[src/rtl/ppb_host_master.sv]
// PMOD probe bus initiator: header/shift framing for I/O exchange, project-ID read and target reset.
// Latency: done at accept+1+P*2*CLK_DIV cycles (P = 1+max(IN,OUT) exchange, 9 ID read, 4 reset).
// Backpressure: start is honoured only in IDLE; requests while busy (or cmd=11) are dropped.
module ppb_host_master #(
    parameter int          INPUT_BLOCKS  = 20,
    parameter int          OUTPUT_BLOCKS = 40,
    parameter int          CLK_DIV       = 2,
    parameter logic [22:0] EXPECTED_ID   = 23'h31c748
) (
    input  logic                       clk,
    input  logic                       rst,
    input  logic                       start,
    input  logic [1:0]                 cmd,
    input  logic [3*INPUT_BLOCKS-1:0]  tx_data,
    output logic [3*OUTPUT_BLOCKS-1:0] rx_data,
    output logic [22:0]                project_id,
    output logic                       id_match,
    output logic                       busy,
    output logic                       done,
    output logic                       pmod_rst,
    output logic                       pmod_bus_clk,
    output logic                       pmod_bus_control,
    output logic [2:0]                 pmod_bus_poti,
    input  logic [2:0]                 pmod_bus_pito
);

    localparam int TXW    = 3 * INPUT_BLOCKS;
    localparam int RXW    = 3 * OUTPUT_BLOCKS;
    localparam int NSHIFT = (INPUT_BLOCKS > OUTPUT_BLOCKS) ? INPUT_BLOCKS : OUTPUT_BLOCKS;
    localparam int NMAX   = (NSHIFT > 8) ? NSHIFT : 8;
    localparam int BW     = $clog2(NMAX + 1);
    localparam int PW     = (CLK_DIV > 1) ? $clog2(2 * CLK_DIV) : 1;

    localparam logic [PW-1:0] PH_HI     = PW'(CLK_DIV);
    localparam logic [PW-1:0] PH_LAST   = PW'(2 * CLK_DIV - 1);
    localparam logic [BW-1:0] LAST_XCHG = BW'(NSHIFT - 1);
    localparam logic [BW-1:0] LAST_ID   = BW'(7);
    localparam logic [BW-1:0] LAST_RST  = BW'(3);
    localparam logic [BW-1:0] RX_BLKS   = BW'(OUTPUT_BLOCKS);

    localparam logic [1:0] CMD_XCHG = 2'b00;
    localparam logic [1:0] CMD_ID   = 2'b01;
    localparam logic [1:0] CMD_RST  = 2'b10;

    typedef enum logic [2:0] {
        S_IDLE,
        S_RST,
        S_HDR,
        S_SHIFT,
        S_DONE
    } state_t;

    state_t           state_q, state_d;
    logic [1:0]       cmd_q, cmd_d;
    logic [TXW-1:0]   tx_q, tx_d;
    logic [RXW-1:0]   rx_sh_q, rx_sh_d;
    logic [23:0]      id_sh_q, id_sh_d;
    logic [PW-1:0]    ph_q, ph_d;
    logic [BW-1:0]    blk_q, blk_d;
    logic [RXW-1:0]   rx_data_q, rx_data_d;
    logic [22:0]      project_id_q, project_id_d;
    logic             id_match_q, id_match_d;
    logic             busy_q, busy_d;
    logic             done_q, done_d;
    logic             prst_q, prst_d;
    logic             bclk_q, bclk_d;
    logic             ctrl_q, ctrl_d;
    logic [2:0]       poti_q, poti_d;

    logic [PW-1:0]    ph_nxt;
    logic [BW-1:0]    last_blk;
    logic             fin;

    // Next-state logic: bus phase sequencing, pito capture and command completion
    always_comb begin
        state_d      = state_q;
        cmd_d        = cmd_q;
        tx_d         = tx_q;
        rx_sh_d      = rx_sh_q;
        id_sh_d      = id_sh_q;
        ph_d         = ph_q;
        blk_d        = blk_q;
        rx_data_d    = rx_data_q;
        project_id_d = project_id_q;
        id_match_d   = id_match_q;
        busy_d       = busy_q;
        done_d       = 1'b0;
        prst_d       = prst_q;
        bclk_d       = bclk_q;
        ctrl_d       = ctrl_q;
        poti_d       = poti_q;
        fin          = 1'b0;
        ph_nxt       = (ph_q == PH_LAST) ? '0 : ph_q + PW'(1);
        last_blk     = (cmd_q == CMD_ID) ? LAST_ID : LAST_XCHG;

        case (state_q)
            S_IDLE: begin
                if (start && (cmd != 2'b11)) begin
                    state_d = (cmd == CMD_RST) ? S_RST : S_HDR;
                    cmd_d   = cmd;
                    // Only the exchange drives data; other commands shift out zeros.
                    tx_d    = (cmd == CMD_XCHG) ? tx_data : '0;
                    busy_d  = 1'b1;
                    ph_d    = '0;
                    blk_d   = '0;
                    bclk_d  = 1'b0;
                    prst_d  = (cmd == CMD_RST);
                    ctrl_d  = (cmd != CMD_RST);
                    poti_d  = (cmd == CMD_XCHG) ? 3'b001 :
                              (cmd == CMD_ID)   ? 3'b010 : 3'b000;
                end
            end
            S_RST, S_HDR, S_SHIFT: begin
                ph_d   = ph_nxt;
                bclk_d = (ph_nxt >= PH_HI);
                // Sample the target at the end of the first high cycle of the bus clock.
                if ((state_q == S_SHIFT) && (ph_q == PH_HI)) begin
                    if (cmd_q == CMD_XCHG) begin
                        if (blk_q < RX_BLKS) begin
                            rx_sh_d = {pmod_bus_pito, rx_sh_q[RXW-1:3]};
                        end
                    end else begin
                        id_sh_d = {pmod_bus_pito, id_sh_q[23:3]};
                    end
                end
                if (ph_q == PH_LAST) begin
                    case (state_q)
                        S_HDR: begin
                            state_d = S_SHIFT;
                            blk_d   = '0;
                            ctrl_d  = 1'b0;
                            poti_d  = tx_q[2:0];
                            tx_d    = tx_q >> 3;
                        end
                        S_SHIFT: begin
                            if (blk_q == last_blk) begin
                                fin = 1'b1;
                            end else begin
                                blk_d  = blk_q + BW'(1);
                                poti_d = tx_q[2:0];
                                tx_d   = tx_q >> 3;
                            end
                        end
                        S_RST: begin
                            if (blk_q == LAST_RST) begin
                                fin = 1'b1;
                            end else begin
                                blk_d = blk_q + BW'(1);
                            end
                        end
                        default: begin
                            fin = 1'b0;
                        end
                    endcase
                end
            end
            S_DONE: begin
                state_d = S_IDLE;
            end
            default: begin
                state_d = S_IDLE;
            end
        endcase

        // Completion: publish results atomically with the done pulse, idle the bus.
        if (fin) begin
            state_d = S_DONE;
            busy_d  = 1'b0;
            done_d  = 1'b1;
            prst_d  = 1'b0;
            bclk_d  = 1'b0;
            ctrl_d  = 1'b0;
            poti_d  = 3'b000;
            ph_d    = '0;
            if (cmd_q == CMD_XCHG) begin
                rx_data_d = rx_sh_d;
            end
            if (cmd_q == CMD_ID) begin
                project_id_d = id_sh_d[22:0];
                id_match_d   = (id_sh_d[22:0] == EXPECTED_ID);
            end
        end
    end

    // State and registered outputs; reset aborts any command in flight
    always_ff @(posedge clk) begin
        if (rst) begin
            state_q      <= S_IDLE;
            cmd_q        <= '0;
            tx_q         <= '0;
            rx_sh_q      <= '0;
            id_sh_q      <= '0;
            ph_q         <= '0;
            blk_q        <= '0;
            rx_data_q    <= '0;
            project_id_q <= '0;
            id_match_q   <= 1'b0;
            busy_q       <= 1'b0;
            done_q       <= 1'b0;
            prst_q       <= 1'b0;
            bclk_q       <= 1'b0;
            ctrl_q       <= 1'b0;
            poti_q       <= '0;
        end else begin
            state_q      <= state_d;
            cmd_q        <= cmd_d;
            tx_q         <= tx_d;
            rx_sh_q      <= rx_sh_d;
            id_sh_q      <= id_sh_d;
            ph_q         <= ph_d;
            blk_q        <= blk_d;
            rx_data_q    <= rx_data_d;
            project_id_q <= project_id_d;
            id_match_q   <= id_match_d;
            busy_q       <= busy_d;
            done_q       <= done_d;
            prst_q       <= prst_d;
            bclk_q       <= bclk_d;
            ctrl_q       <= ctrl_d;
            poti_q       <= poti_d;
        end
    end

    assign rx_data          = rx_data_q;
    assign project_id       = project_id_q;
    assign id_match         = id_match_q;
    assign busy             = busy_q;
    assign done             = done_q;
    assign pmod_rst         = prst_q;
    assign pmod_bus_clk     = bclk_q;
    assign pmod_bus_control = ctrl_q;
    assign pmod_bus_poti    = poti_q;

endmodule

[config.mk]
export PLATFORM = sky130hd
export DESIGN_NAME = ppb_host_master
export DESIGN_NICKNAME = d
export VERILOG_FILES = /design/src/rtl/ppb_host_master.sv
export SDC_FILE = /design/constraint.sdc
export NUM_CORES = 1
export LEC_CHECK = 0
export CELL_PAD_IN_SITES_DETAIL_PLACEMENT = 0
export CELL_PAD_IN_SITES_GLOBAL_PLACEMENT = 1
export CORE_MARGIN = 8
export CORE_UTILIZATION = 45
export DETAILED_ROUTE_END_ITERATION = 8
export HOLD_SLACK_MARGIN = 0.05
export PLACE_DENSITY_LB_ADDON = 0.2
export SYNTH_ARGS = -nofsm -noshare
export SYNTH_HDL_FRONTEND = slang
export SYNTH_SLANG_ARGS = --single-unit
[constraint.sdc]
create_clock -name clk -period 4.1 [get_ports clk]
set_input_delay 0.615 -clock clk [delete_from_list [all_inputs] [get_ports clk]]
set_output_delay 0.615 -clock clk [all_outputs]
set_load 0.05 [all_outputs]
# Word-level counts from Yosys, hierarchy flattened

Cells that the tools add are included.

$add $sub $neg: 2
$lt $le $gt $ge: 2
Equal/unequal tests: 23
Muxes and demuxes: 48
Bitwise logic cells: 1
Reduce and logical (&&, ||, !) cells: 18

Operator list:

| operator                                               | number |
|---|---|
| two-way mux 120 bit                                    | 4 |
| two-way mux 60 bit                                     | 4 |
| case mux 60 bit (2 select lines)                       | 2 |
| two-way mux 23 bit                                     | 3 |
| two-way mux 6 bit                                      | 5 |
| equality test 23 x 22 -> 1 bit (second input constant) | 1 |
| two-way mux 3 bit                                      | 7 |
| inequality test 3 bit (second input constant)          | 6 |
| case mux 3 bit (2 select lines)                        | 3 |
| case mux 6 bit (3 select lines)                        | 1 |
| case mux 6 bit (2 select lines)                        | 1 |
| two-way mux 2 bit                                      | 5 |
| inequality test 2 bit (second input constant)          | 5 |
| two-way mux 1 bit                                      | 9 |
| AND reduction 3 bit                                    | 3 |
| AND reduction 2 bit                                    | 4 |
| adder 6 x 1 -> 6 bit (second input constant)           | 1 |
| equality test 2 bit (second input constant)            | 3 |
| equality test 3 x 2 -> 1 bit (second input constant)   | 2 |
| equality test 6 x 2 -> 1 bit (second input constant)   | 1 |
| equality test 6 bit                                    | 1 |
| < comparator 6 bit (second input constant)             | 1 |
| case mux 1 bit (2 select lines)                        | 3 |
| AND reduction 6 bit                                    | 1 |
| other kinds (15)                                       | 18 |

Flip-flop bits (word level): 369
Input bits: 68
Output and inout port bits: 152
Word-level logic and storage cells: 112

# Logic depth before layout (Yosys ltp)

Gate-level depths: netlist (run 1).

Word-level depth: 9
Mapped depth: 9
Mapped depth without buffers: 7

# Worst setup path after synthesis (run 1)

No wires, ideal clock.

Path kind: reg2reg
From: register ph_q[1]
To: register tx_q[37]
Library setup time: 0.123 ns
Arrival time: 2.070 ns
Required time: 3.977 ns
Setup slack: 1.906 ns
Stages on the path, launching flop included: 8
Buffers on the path: 2
Clock period less this slack: 2.194 ns
Cells stage by stage: dfxtp_1 ha_1 o21bai_1 o311ai_2 a21o_1 buf_4 buf_6 mux2_1

Word-level cells in the longest chain between the ends: 3

Ends and longest elaborated chain:

| what                            | line | source |
|---|---|---|
| start: declaration              | 58   | `logic [PW-1:0] ph_q, ph_d;` |
| start signal: assignment        | 210  | `ph_q <= ph_d;` |
| equality test 2 bit             | 126  | `if (ph_q == PH_LAST) begin` |
| inequality test 2 bit (no line) | -    |  |
| AND reduction 5 bit (no line)   | -    |  |
| end signal: assignment          | 207  | `tx_q <= tx_d;` |
| end: declaration                | 55   | `logic [TXW-1:0] tx_q, tx_d;` |

Every way passes these cells.
A chain may end at the register's enable or synchronous reset.

# Worst setup path in the final report (run 1)

From: register blk_q[0]
To: register rx_data_q[29], in the netlist rx_data[29]

Word-level cells in the longest chain between the ends: 6
Elaborated cells between the ends (all ways): 13
Classes of those cells: order compare: 1; eq/ne: 2; mux: 9; reduce/logical: 1

Ends and longest elaborated chain:

| what                                                       | line | source |
|---|---|---|
| start: declaration                                         | 59   | `logic [BW-1:0] blk_q, blk_d;` |
| start signal: assignment                                   | 211  | `blk_q <= blk_d;` |
| branches (longest 6 deep; another with < comparator 6 bit) | -    |  |
| end signal: assignment                                     | 212  | `rx_data_q <= rx_data_d;` |
| end: declaration                                           | 60   | `logic [RXW-1:0] rx_data_q, rx_data_d;` |

Parallel ways; which one is timed is not known.

==> results of run 1 <==
[kinds of logic after synthesis]
group           after synthesis  synth area share, %
simple gates                338                11.14
xor+xnor                      3               0.2322
mux                         213                15.15
fa+ha+maj                     3               0.2580
flops                       368                50.62
compound gates              370                17.68
buf+inv                     135                4.918
[flip-flops by register name, summed over array words and instances, names as in the netlist, 2 cells and up]
signal / cells
blk_q: 6
cmd_q: 2
id_sh_q: 24
ph_q: 2
pmod_bus_poti: 3
project_id: 23
rx_data: 120
rx_sh_q: 120
state_q: 3
tx_q: 60
[power by group through the flow]
stage	clock, W	combinational [W]	sequential [W]
2_1_floorplan	0	0.000521	0.00376
3_3_place_gp	0	0.000744	0.00374
3_5_place_dp	0	0.000745	0.00374
4_1_cts	0.00397	0.000746	0.00366
5_1_grt	0.00413	0.000798	0.00367
6_report	0.00387	0.000737	0.00367
[tightest hold or removal path, delay by kind of cell (launching register included)]
kind	cells	cell delay, ns
compound gates	1	0.05
buf+inv	1	0.05
flops	1	0.31
[stage by stage]
step | utilization (%) | cells
after detailed placement | 52.13 | 1943
after global placement | 52.13 | 1943
after CTS | 56.61 | 2016
after floorplan | - | 1430
final | 56.61 | 2016
after global routing | 56.61 | 2016
[placed cells by master, fill, tap and decap left out, drive strengths merged, types with 5 or more instances in the layout]
master | Yosys | final
bufinv | 0 | 7
nand2 | 10 | 10
clkbuf | 76 | 55
clkinv | 0 | 9
nor2b | 65 | 65
mux2i | 155 | 155
nor2 | 213 | 213
clkdlybuf4s50 | 0 | 218
a21oi | 150 | 150
a211oi | 144 | 144
buf | 55 | 18
dfxtp | 368 | 368
a22oi | 58 | 58
mux2 | 58 | 58
nor3 | 6 | 6
inv | 4 | 6
nand3 | 5 | 5
nand2b | 8 | 8
[worst max-delay path by stage]
stage	startpoint	to	slack [ns]	depth (start not counted)
floorplan	ph_q[1]	tx_q[37]	1.91	7
global placement	cmd[1]	tx_q[24]	1.25	6
detailed placement	cmd[1]	tx_q[25]	1.17	6
CTS	blk_q[0]	rx_data[29]	1.17	7
global route	blk_q[0]	rx_data[2]	0.85	7
finish	blk_q[0]	rx_data[29]	1.16	7
[area by class of cell]
cell class	instances	area, um^2
inverter	4	15.01
multi-input combinational	927	6495
clock inverter	18	276.5
timing repair buffer	236	2400
sequential	368	7367
clock buffer	55	1169
fill	2850	13970
tap	408	510.5
[routing by layer]
| layer | GRT usage, % | vias up | wire [um] |
|---|---|---|---|
| met4 | 3.790 | 0 | 497 |
| met2 | 27.33 | 207 | 15790 |
| li1 | - | 5394 | - |
| met1 | 23.55 | 5164 | 16560 |
| met5 | 0 | - | 0 |
| met3 | 4.952 | 42 | 2188 |
==> out/summary.txt, run 1 <==
Setup Crit Path Kind - flip-flop to flip-flop
Post-synth ARST share - 0%
Sw Share - 23.25%
WHS Endpoint - busy
EDFF count, synth - 0
WL per Instance - 17.38 um
Pleak - 7.182 nW
Vias in the first global route - 10410
CTS Buffer Depth - 3
Hold Crit Class - flip-flop to flip-flop
Vias/cell - 5.361
Period utilization - 71.80%
CP startpoint kind - flip-flop
Internal Power - 0.006348 W
Rel. slew slack - 35.30%
Setup crit end kind - flip-flop
Worst skew pair latency - 0.52 ns
Hold Violations, Final - 0
Outcome - complete, no violations
Tot GR Track Use - 17.42%
GP Congestion - 0.7606
Count leader, synth - dfxtp_1
Total negative slack - 0 ns
R2R depth - 7
Full die area - 0.03835 mm^2
Root buffer cell - clkbuf_16
Area contributors post-synth - dfxtp_1 (51%), mux2i_1 (11%), a211oi_1 (6.0%)
Netlist cell types - 56
CTS tree - done
Clock sink count - 368
Clock network power share - 46.8%
Place WS - 1.167 ns
DRC viols - 0
Cell Pwr Density - 453.7 mW/mm^2
Mapped Area - 0.01455 mm^2
Area Overhead vs Synth - 25.29%
Hold Path Depth - 2
Max-Cap Viols - 0
Net Count, Synth - 1501
Port Buf Inserts - 219
Pin count of the biggest net entering global routing - 135
IO Pins - 220
Crit-path leading delay family - simple AND/OR/NAND/NOR gates
Routed wire length - 35030 um
Commonest cells post-synth - dfxtp_1 (368), nor2_1 (213), mux2i_1 (155)
Starting DRT DRC Count - 600
Syn. warnings - 0
Final instance area - 0.01823 mm^2
Final ANT Viol Nets - 0
Final Setup Violations - 0
Total gr overflow - 0
Die Y - 195.8 um
Fraction of layout cells with a size suffix above 1 - 10.88%
Post-synth top area share - 50.62%
Data required time of the worst path - 4.53 ns
Post-synth top flop - dfxtp_1
Post-route minimum period - 2.944 ns
Core Box Area - 0.03221 mm^2
Worst path cell trace - ha_1, nor4bb_1, and4_1, a21o_4, buf_4, a21oi_1, a211oi_1
Diodes inserted - 0
Gates resized, CTS repair - 0
Max incr delay on CP - 0.74 ns
FMAX - 339.7 MHz
# rows - 66
Sw Pwr - 0.001923 W
Starting Density - 45.19%
Sequential share of power - 44.3%
Avg Cell Area, Syn - 10.18 um^2
Worst r2r src - blk_q[0]
Setup WS post-layout - 1.156 ns
Skew final - 0.01840 ns
Slew of the pin with the lowest slew margin - 0.9705 ns
First drt pass iteration count - 5
Cells after Synth - 1430
Crit path buffers/inverters - 1
Tot Pwr - 0.008272 W
RSZ-0062 raised after global routing - false
Crit path DAT - 3.37 ns
Worst VDD drop - 0.2913 mV
Post-CTS setup repair buffer count - 0
Hold_buf cts - 0
Placed Area - 0.01679 mm^2
Sequential element share of the synthesized area - 50.62%
Global-route wire length before repair - 56440 um
Detail Placement HPWL - 21650 um
Comb power frac - 8.9%
CP max FO - 88
Min-delay src - busy
Synth area leader - dfxtp_1
Synthesis-stage register bit count - 368
Initial antenna violation count - 0
Slowest-stage cell, CP - buf_4
Via count - 10807
Die W - 195.8 um
CTS Buf Count - 40
Reg-to-reg endpoint - rx_data[29]
Reg2Reg Setup Slack - 1.16 ns
CTS clock-pin slew for the worst setup and hold paths - 0.06 ns
CTS H-Tree Depth - 2
Final hold slack - 0.4536 ns
Max Transition Viols Final - 0
Fin nets - 1648
Note: power is estimated with default switching activity, not from simulation.
==> inputs of run 2 (changes only) <==
Settings changed: CORE_UTILIZATION 45 to 42.
Clock period 4.1 ns to 2.8 ns, I/O delays scaled along.
==> run 2 against run 1 <==
Against the previous run: cell count increased by 3.0%; global-route usage fell by 0.17 points; register-to-register slack worse by 0.96 ns; clock power grew 40%; first-iteration DRC count down 3.8%; flip-flop and latch count stayed put; maximum frequency increased by 13%; combinational power up 53%; wire length grew 4.3%; sequential share of layout area shrank 0.37 points; critical path type unchanged; highest routed layer is now met5.
==> out/summary.txt, run 2 (synthesis results as in run 1) <==
Outcome - complete, no violations
Pin count of the biggest net entering global routing - 163 (+21%)
Slowest-stage cell, CP - nor4bb_1
CP startpoint - blk_q[0]
Fin nets - 1661 (+0.79%)
Worst path cell trace - ha_1, nor4bb_1, and4_1, a21o_4, and2_4, buf_12, a211oi_1
R2R depth - 7 (unchanged)
Crit path DAT - 2.96 ns (-0.41 ns)
Initial antenna violation count - 1 (+1)
Starting DRT DRC Count - 577 (-3.8%)
CTS Buffer Depth - 3 (unchanged)
Routed wire length - 36540 um (+4.3%)
Clock sink count - 368 (unchanged)
Final Setup Violations - 0 (unchanged)
DRC viols - 0 (unchanged)
Detail Placement HPWL - 22630 um (+4.5%)
Total negative slack - 0 ns (unchanged)
CTS H-Tree Depth - 2 (unchanged)
Root buffer cell - clkbuf_16
Setup crit end kind - flip-flop
Max Transition Viols Final - 0 (unchanged)
Post-CTS setup repair buffer count - 0 (unchanged)
Die Y - 202.1 um (+3.2%)
Worst r2r src - blk_q[0]
Rel. slew slack - 33.75% (-1.5 points)
Hold Violations, Final - 0 (unchanged)
Fraction of layout cells with a size suffix above 1 - 11.41% (+0.53 points)
Full die area - 0.04086 mm^2 (+6.6%)
Gates resized, CTS repair - 0 (unchanged)
Total gr overflow - 0 (unchanged)
Skew final - 0.01496 ns (-0.003435 ns)
Period utilization - 92.83% (+21 points)
Slew of the pin with the lowest slew margin - 0.9937 ns (+0.02318 ns)
Tot GR Track Use - 17.24% (-0.17 points)
Fill count - 3120 (+9.5%)
Reg-to-reg endpoint - rx_data[66]
Vias/cell - 5.241 (-2.2%)
Cell Pwr Density - 647.1 mW/mm^2 (+43%)
Final hold slack - 0.4470 ns (-0.006633 ns)
Worst VDD drop - 0.3988 mV (+37%)
GP Congestion - 0.7463 (-1.9%)
CP max FO - 78 (-11%)
# rows - 68 (+3.0%)
Core Box Area - 0.03437 mm^2 (+6.7%)
Pleak - 7.230 nW (+0.67%)
CTS Buf Count - 41 (+2.5%)
Critical Path Sink - rx_data[66]
Setup Crit Path Kind - flip-flop to flip-flop
Diodes inserted - 0 (unchanged)
Die W - 202.1 um (+3.2%)
CTS tree - done
Max-Cap Viols - 0 (unchanged)
Most common cell after layout, fill and taps aside - dfxtp_1
Global-route wire length before repair - 59620 um (+5.6%)
Worst skew pair latency - 0.53 ns (about the same)
FMAX - 384.7 MHz (+13%)
Most frequent cells in the layout - dfxtp_1 (368), clkdlybuf4s50_1 (218), nor2_1 (212)
Reg2Reg Setup Slack - 0.20 ns (-0.96 ns)
RSZ-0062 raised after global routing - false
First drt pass iteration count - 5 (unchanged)
Port Buf Inserts - 219 (unchanged)
Starting Density - 42.34% (-2.8 points)
CTS clock-pin slew for the worst setup and hold paths - 0.06 ns (about the same)
Data required time of the worst path - 3.16 ns (-1.37 ns)
IO Pins - 220 (unchanged)
Hold Crit Class - flip-flop to flip-flop
Max incr delay on CP - 0.54 ns (-0.20 ns)
Tot Pwr - 0.01191 W (+44%)
Final ANT Viol Nets - 0 (unchanged)
Vias in the first global route - 10954 (+5.2%)
Post-route minimum period - 2.599 ns (-0.3445 ns)
Hold_buf cts - 0 (unchanged)
CP startpoint kind - flip-flop
WL per Instance - 17.60 um (+1.3%)
Via count - 10881 (+0.68%)
Post-layout util - 53.53% (-3.1 points)
Area Overhead vs Synth - 26.45%
## run 2: cell type report
class | instances | area, um^2 | area share [%]
Sequential cell | 368 | 7367 | 40.04
Multi-Input combinational cell | 927 | 6495 | 35.30
Timing Repair Buffer | 248 | 2577 | 14.01
Clock buffer | 60 | 1207 | 6.562
Tap cell | 455 | 569.3 | 3.094
Clock inverter | 14 | 170.2 | 0.9247
Inverter | 4 | 15.01 | 0.08159
## run 2: report_power, final
group | switching, W | leakage (nW) | internal [W]
Sequential | 0.0000450 | 2.97 | 0.00531
Clock | 0.00214 | 0.683 | 0.00328
Combinational | 0.000690 | 3.58 | 0.000441
## run 2: layer usage
layer	share of wire (%)	vias up	GRT usage [%]
met1	49	5212	24.07
met5	0.033	-	0
met3	5.0	53	3.794
met4	1.7	2	4.455
met2	45	195	26.65
li1	-	5419	-
## run 2: how the worst min path moves through the flow
stage	start	end	slack, ns	cells past startpoint
2_1_floorplan	tx_q[2]	pmod_bus_poti[2]	0.45	2
3_5_place_dp	busy	busy	0.45	2
6_report	busy	busy	0.45	2
4_1_cts	busy	busy	0.45	2
5_1_grt	busy	busy	0.48	2
3_3_place_gp	busy	busy	0.44	2
## run 2: critical path: cells and delay by family, from the launching register on
family | cells | cell delay, ns
and+or+nand+nor | 3 | 1.04
DFF | 1 | 0.38
AOI/OAI and AO/OA | 2 | 0.38
buffers and inverters | 1 | 0.32
adders and majority gates | 1 | 0.21
## run 2: through the flow
step / instance area [um^2] / setup WS, ns / instances
2_1_floorplan: 14550 / 0.6065 / 1430
3_3_place_gp: 17020 / 0.3686 / 2002
3_5_place_dp: 17020 / 0.2717 / 2002
4_1_cts: 18400 / 0.1943 / 2076
5_1_grt: 18400 / 0.06717 / 2076
6_report: 18400 / 0.2009 / 2076
